==> config.mk <==
export PLATFORM = sky130hd
export DESIGN_NAME = regfile
export DESIGN_NICKNAME = d
export VERILOG_FILES = /design/src/rtl/regfile.sv
export SDC_FILE = /design/constraint.sdc
export NUM_CORES = 2
export LEC_CHECK = 0
export ABC_CLOCK_PERIOD_IN_PS = 13200
export CORE_ASPECT_RATIO = 1.25
export CORE_MARGIN = 5
export CORE_UTILIZATION = 30
export CTS_BUF_LIST = sky130_fd_sc_hd__clkbuf_8
export DETAILED_ROUTE_END_ITERATION = 8
export GPL_ROUTABILITY_DRIVEN = 0
export PLACE_DENSITY_LB_ADDON = 0.12
export REMOVE_ABC_BUFFERS = 1
export SLEW_MARGIN = 20
export SYNTH_ARGS = -nofsm -noshare
export SYNTH_HDL_FRONTEND = slang
export SYNTH_SLANG_ARGS = --single-unit
export TNS_END_PERCENT = 10
==> constraint.sdc <==
create_clock -name clk -period 13.2 [get_ports clk]
set_input_delay 3.96 -clock clk [delete_from_list [all_inputs] [get_ports clk]]
set_output_delay 3.96 -clock clk [all_outputs]
set_load 0.05 [all_outputs]
==> src/rtl/regfile.sv <==
`default_nettype none
// ============================================================================
// Module   : regfile
// Purpose  : 32x32 register file. It has two combinational read ports with
//            write bypass, one write port, a registered debug read port, and
//            a post-reset clear sweep gated by init_done.
// Revision : 1.0
// ============================================================================
module regfile #(
    parameter int DATA_W   = 32,
    parameter int ADDR_W   = 5,
    parameter int NUM_REGS = 32
) (
    input  logic              clk,
    input  logic              rst,
    input  logic              we,
    input  logic [ADDR_W-1:0] waddr,
    input  logic [DATA_W-1:0] wdata,
    input  logic              re1,
    input  logic [ADDR_W-1:0] raddr1,
    output logic [DATA_W-1:0] rdata1,
    input  logic              re2,
    input  logic [ADDR_W-1:0] raddr2,
    output logic [DATA_W-1:0] rdata2,
    output logic              init_done,
    input  logic              dbg_re,
    input  logic [ADDR_W-1:0] dbg_addr,
    output logic [DATA_W-1:0] dbg_data,
    output logic              dbg_valid
);

    localparam logic [0:0]        S_INIT = 1'b0;
    localparam logic [0:0]        S_RUN  = 1'b1;
    localparam logic [ADDR_W-1:0] C_LAST = ADDR_W'(NUM_REGS - 1);
    localparam logic [ADDR_W-1:0] C_ONE  = ADDR_W'(1);
    localparam logic [ADDR_W-1:0] C_ZERO = '0;

    logic [0:0]        r_state;
    logic [ADDR_W-1:0] r_cnt;
    logic              r_init_done;
    logic              r_dbg_valid;
    logic [DATA_W-1:0] r_dbg_data;
    logic [DATA_W-1:0] r_mem [NUM_REGS];

    logic              w_mem_we;
    logic [ADDR_W-1:0] w_mem_addr;
    logic [DATA_W-1:0] w_mem_wdata;
    logic [DATA_W-1:0] w_rd1;
    logic [DATA_W-1:0] w_rd2;

    // Register 0 reads as zero; a same-cycle write to the address wins over the array.
    function automatic logic [DATA_W-1:0] f_lookup(input logic [ADDR_W-1:0] a);
        if (a == C_ZERO)
            return '0;
        else if (we && (waddr == a))
            return wdata;
        else
            return r_mem[a];
    endfunction

    always_comb begin
        w_mem_we    = 1'b0;
        w_mem_addr  = r_cnt;
        w_mem_wdata = '0;
        if (!rst) begin
            if (r_state == S_INIT) begin
                w_mem_we = 1'b1;
            end else if (we && (waddr != C_ZERO)) begin
                w_mem_we    = 1'b1;
                w_mem_addr  = waddr;
                w_mem_wdata = wdata;
            end
        end
    end

    always_ff @(posedge clk) begin
        if (w_mem_we)
            r_mem[w_mem_addr] <= w_mem_wdata;
    end

    always_ff @(posedge clk) begin
        if (rst) begin
            r_state     <= S_INIT;
            r_cnt       <= C_ONE;
            r_init_done <= 1'b0;
            r_dbg_valid <= 1'b0;
            r_dbg_data  <= '0;
        end else if (r_state == S_INIT) begin
            r_cnt       <= r_cnt + C_ONE;
            r_dbg_valid <= 1'b0;
            if (r_cnt == C_LAST) begin
                r_state     <= S_RUN;
                r_init_done <= 1'b1;
            end
        end else begin
            r_dbg_valid <= dbg_re;
            if (dbg_re)
                r_dbg_data <= f_lookup(dbg_addr);
        end
    end

    assign w_rd1 = (rst || !r_init_done || !re1) ? '0 : f_lookup(raddr1);
    assign w_rd2 = (rst || !r_init_done || !re2) ? '0 : f_lookup(raddr2);

    assign rdata1    = w_rd1;
    assign rdata2    = w_rd2;
    assign init_done = r_init_done;
    assign dbg_data  = r_dbg_data;
    assign dbg_valid = r_dbg_valid;

endmodule
`default_nettype wire

==> out/metrics.yaml <==
run_status:
  status: "complete, no violations"
drt:
  totalWireLength_um: 252000
  firstDrtPassIters: 6
  vias: 38500
  drtIter0Drc: 4318
  drc: 0
  vias_per_cell: 6.18
  wl_per_cell_um: 40.4
  drtAntennaViolNets: 0
power_and_ir_drop:
  power_uw: 7460
  clkPwrFrac_pct: 39.6
  power.switching_uw: 2020
  p_int_uw: 5440
  powerDensity_nw_per_um2: 113
  swShare_pct: 27.1
  irDropWorstVdd_v: 0.0000926
  leakagePower_uw: 0.0189
  sequentialPowerShare_pct: 49.7
  p_comb_share_pct: 10.7
cells_and_area:
  fillers: 18200
  design_area_um2: 65900
  nNetsFinal: 3596
  stdcell_count: 6233
  drive_above_1_share_pct: 33.7
  syn_to_final_growth_pct: 14.5
timing:
  finalHoldViolCount: 0
  finalClockSkew_ns: 0.0573
  finalMaxSlewViolations: 0
  max_slew_margin_pct: 19.8
  period_share_pct: 93.1
  max_freq_ghz: 0.0814
  setup_viol: 0
  period_minus_slack_ns: 12.29
  tns_ns: 0
  rsz0062_at_grt: "no"
  fin_ws_ns: 0.911
  worstMarginPinSlew_ns: 1.20
cts:
  cts_setup_buffers: 0
  clock_latency_ns: 0.95
  cts_buffers: 184
  cts.sinks: 1064
  ctsResizeCount: 0
  cts-root-buf: "clkbuf_8"
  cts_tree: "yes"
  ctsHoldBuffers: 0
  path_clk_slew_ns: 0.06
  h-tree-depth: 4
  clockBufferDepth: 3
floorplan:
  start_util_pct: 30.2
  dieArea_um2: 201000
  die_w_um: 402
  core_um2: 191000
  die_y_um: 500
  rows: 179
  ioPinCount: 156
logic_synthesis:
  ys_types: 63
  synth-edff-count: 1024
  synthesis.area_um2: 57600
  synthCells: 3378
  syn_area_per_cell_um2: 17.0
  async_reset_ff_share_pct: 0
  ys_warn_count: 0
  ys.flop_type: "edfxtp_1"
  seq_area_frac_synth_pct: 54.8
  synth.ff_latch_count: 1064
worst_setup_path:
  crit_chain: "clkdlybuf4s50_1, buf_4, xor2_1, nor4_1, and3_2, nor4_1, nor3_1, clkdlybuf4s50_1"
  cp_max_fo: 18
  arrival_ns: 8.33
  cp_slowest_cell: "and3_2"
  crit_path_end_kind: "output port"
  criticalPathCategory: "in -> out"
  cp.required_ns: 9.24
  critPathLaunchType: "primary input"
  critPathMaxStageDelay_ns: 1.09
placement:
  dp_cells: 5881
  place_hpwl_um: 153000
  pre_cts_ws_ns: 0.928
  portBuffers: 155
  dpl_cell_area_um2: 62400
flow_run:
  cap_violations: 0
grt:
  grtUsageTotal_pct: 24.4
  grt_max_degree: 97
  overflow: 0
  grt_pass1_vias: 39300
  grt_antenna_before_repair: 8
  grt_pass1_wl_um: 340000
min_path:
  worstHoldPathType: "reg -> reg"
[layout make-up]
type                    instances  area [um^2]  share of cell area, %
diodes                          5         12.5                 0.0190
clock buffers                 200         2750                   4.17
clock inverters               144          717                   1.09
inverters                       6         22.5                 0.0342
multi-input cells            1983        24900                   37.8
flip-flops and latches       1064        31600                   47.8
well taps                    2534         3170                   4.81
repair buffers                297         2810                   4.26
[registers in the layout, indices dropped and copies added (netlist names)]
| signal | cells |
|---|---|
| r_mem | 1024 |
| r_cnt | 5 |
| dbg_data | 32 |
| init_done | 1 |
| dbg_valid | 1 |
| r_state | 1 |
[through the flow]
step | hold slack (ns) | utilization (%)
final | 0.490 | 34.6
after global routing | 0.506 | 34.6
after CTS | 0.493 | 34.6
after detailed placement | 0.475 | 32.7
after global placement | 0.473 | 32.7
after floorplan | 0.526 | -
[power by group through the flow]
stage / logic, uW / clock network (uW) / registers [uW]
after global routing: 823 / 3160 / 3710
after global placement: 797 / 0 / 3780
final: 796 / 2950 / 3710
after detailed placement: 794 / 0 / 3780
after CTS: 796 / 3020 / 3710
after floorplan: 353 / 0 / 3770
[critical path, delay by kind of cell]
kind	cells	cell delay, ns
and+or+nand+nor	4	2.30
buffers and inverters	3	1.93
xor gates and xnor gates	1	0.09
[layer usage]
metal  global-route usage (%)  routed length (um)  share of wire [%]  vias up
met1                     32.6              103000                 41    21200
met2                     39.8              120000                 48     1879
met5                        0                   0                  0        -
li1                         -                   -                  -    15100
met3                     4.30               17900                7.1      422
met4                     9.61               10700                4.2        0
[final timing paths]
path | cells after the start | start | slack (ns) | to
max | 8 | raddr1[3] | 0.91 | rdata1[27]
min reg2reg | 1 | dbg_data[2]$_SDFFE_PP0P_ | 0.49 | dbg_data[2]$_SDFFE_PP0P_
max reg2reg | 5 | r_state$_SDFF_PP0_ | 8.50 | r_mem[23][0]$_DFFE_PP_
min | 1 | dbg_data[2]$_SDFFE_PP0P_ | 0.49 | dbg_data[2]$_SDFFE_PP0P_
[placed cells by master, fill, tap and decap left out, types with 35 or more instances in the layout]
| master | netlist | routed |
|---|---|---|
| nor2_1 | 164 | 129 |
| mux2i_1 | 148 | 148 |
| nand2_1 | 66 | 64 |
| inv_1 | 5 | 81 |
| a211oi_1 | 37 | 37 |
| a21oi_1 | 52 | 51 |
| nor4_1 | 37 | 37 |
| nor2_4 | 0 | 35 |
| o22ai_1 | 149 | 149 |
| mux4_2 | 669 | 669 |
| clkbuf_8 | 0 | 201 |
| buf_4 | 22 | 140 |
| clkdlybuf4s50_1 | 0 | 130 |
| a22oi_1 | 143 | 143 |
| a221o_1 | 41 | 41 |
| dfxtp_1 | 40 | 40 |
| mux2_2 | 73 | 73 |
| edfxtp_1 | 1024 | 1024 |
[synth_stat cells (3+ instances only)]
| cell | instances | area, um^2 |
|---|---|---|
| o221ai_1 | 32 | 280 |
| mux2_2 | 73 | 822 |
| buf_4 | 22 | 165 |
| a211oi_1 | 37 | 278 |
| nor2_1 | 164 | 616 |
| a22o_1 | 31 | 272 |
| edfxtp_1 | 1024 | 30700 |
| nor4_1 | 37 | 231 |
| a2111oi_1 | 22 | 220 |
| mux4_2 | 669 | 15100 |
| xor2_1 | 7 | 61.3 |
| nand3b_1 | 3 | 22.5 |
| nand2_1 | 66 | 248 |
| clkbuf_1 | 137 | 514 |
| a31oi_1 | 10 | 62.6 |
| a2111oi_2 | 8 | 120 |
| o22ai_1 | 149 | 932 |
| a21oi_1 | 52 | 260 |
| nand4_1 | 5 | 31.3 |
| inv_1 | 5 | 18.8 |
| o21a_1 | 23 | 173 |
| and3_1 | 4 | 25.0 |
| and2_1 | 37 | 231 |
| a311oi_1 | 6 | 52.6 |
| nor2b_1 | 31 | 194 |
| nor3b_1 | 9 | 67.6 |
| a221o_1 | 41 | 410 |
| xnor2_1 | 11 | 96.3 |
| dfxtp_1 | 40 | 801 |
| nand2b_1 | 21 | 131 |
| buf_2 | 123 | 616 |
| a21o_1 | 9 | 67.6 |
| buf_6 | 12 | 135 |
| o21ai_0 | 34 | 170 |
| nor3_1 | 6 | 30.0 |
| a221oi_1 | 22 | 193 |
| nand3_1 | 29 | 145 |
| mux2i_1 | 148 | 1480 |
| or2_2 | 14 | 87.6 |
| buf_1 | 30 | 113 |
| a22oi_1 | 143 | 1070 |
| and4b_1 | 6 | 60.1 |
[cell families after synthesis]
group	Yosys count	synth area share (%)
AND/OR/NAND/NOR	445	3.89
multiplexers	892	30.2
buffers and inverters	331	2.73
XOR/XNOR	18	0.274
flip-flops	1064	54.8
AO/OA/AOI/OAI	626	8.03
adder cells (fa/ha/maj)	2	0.0435
Power figures use the tool's default switching activity.
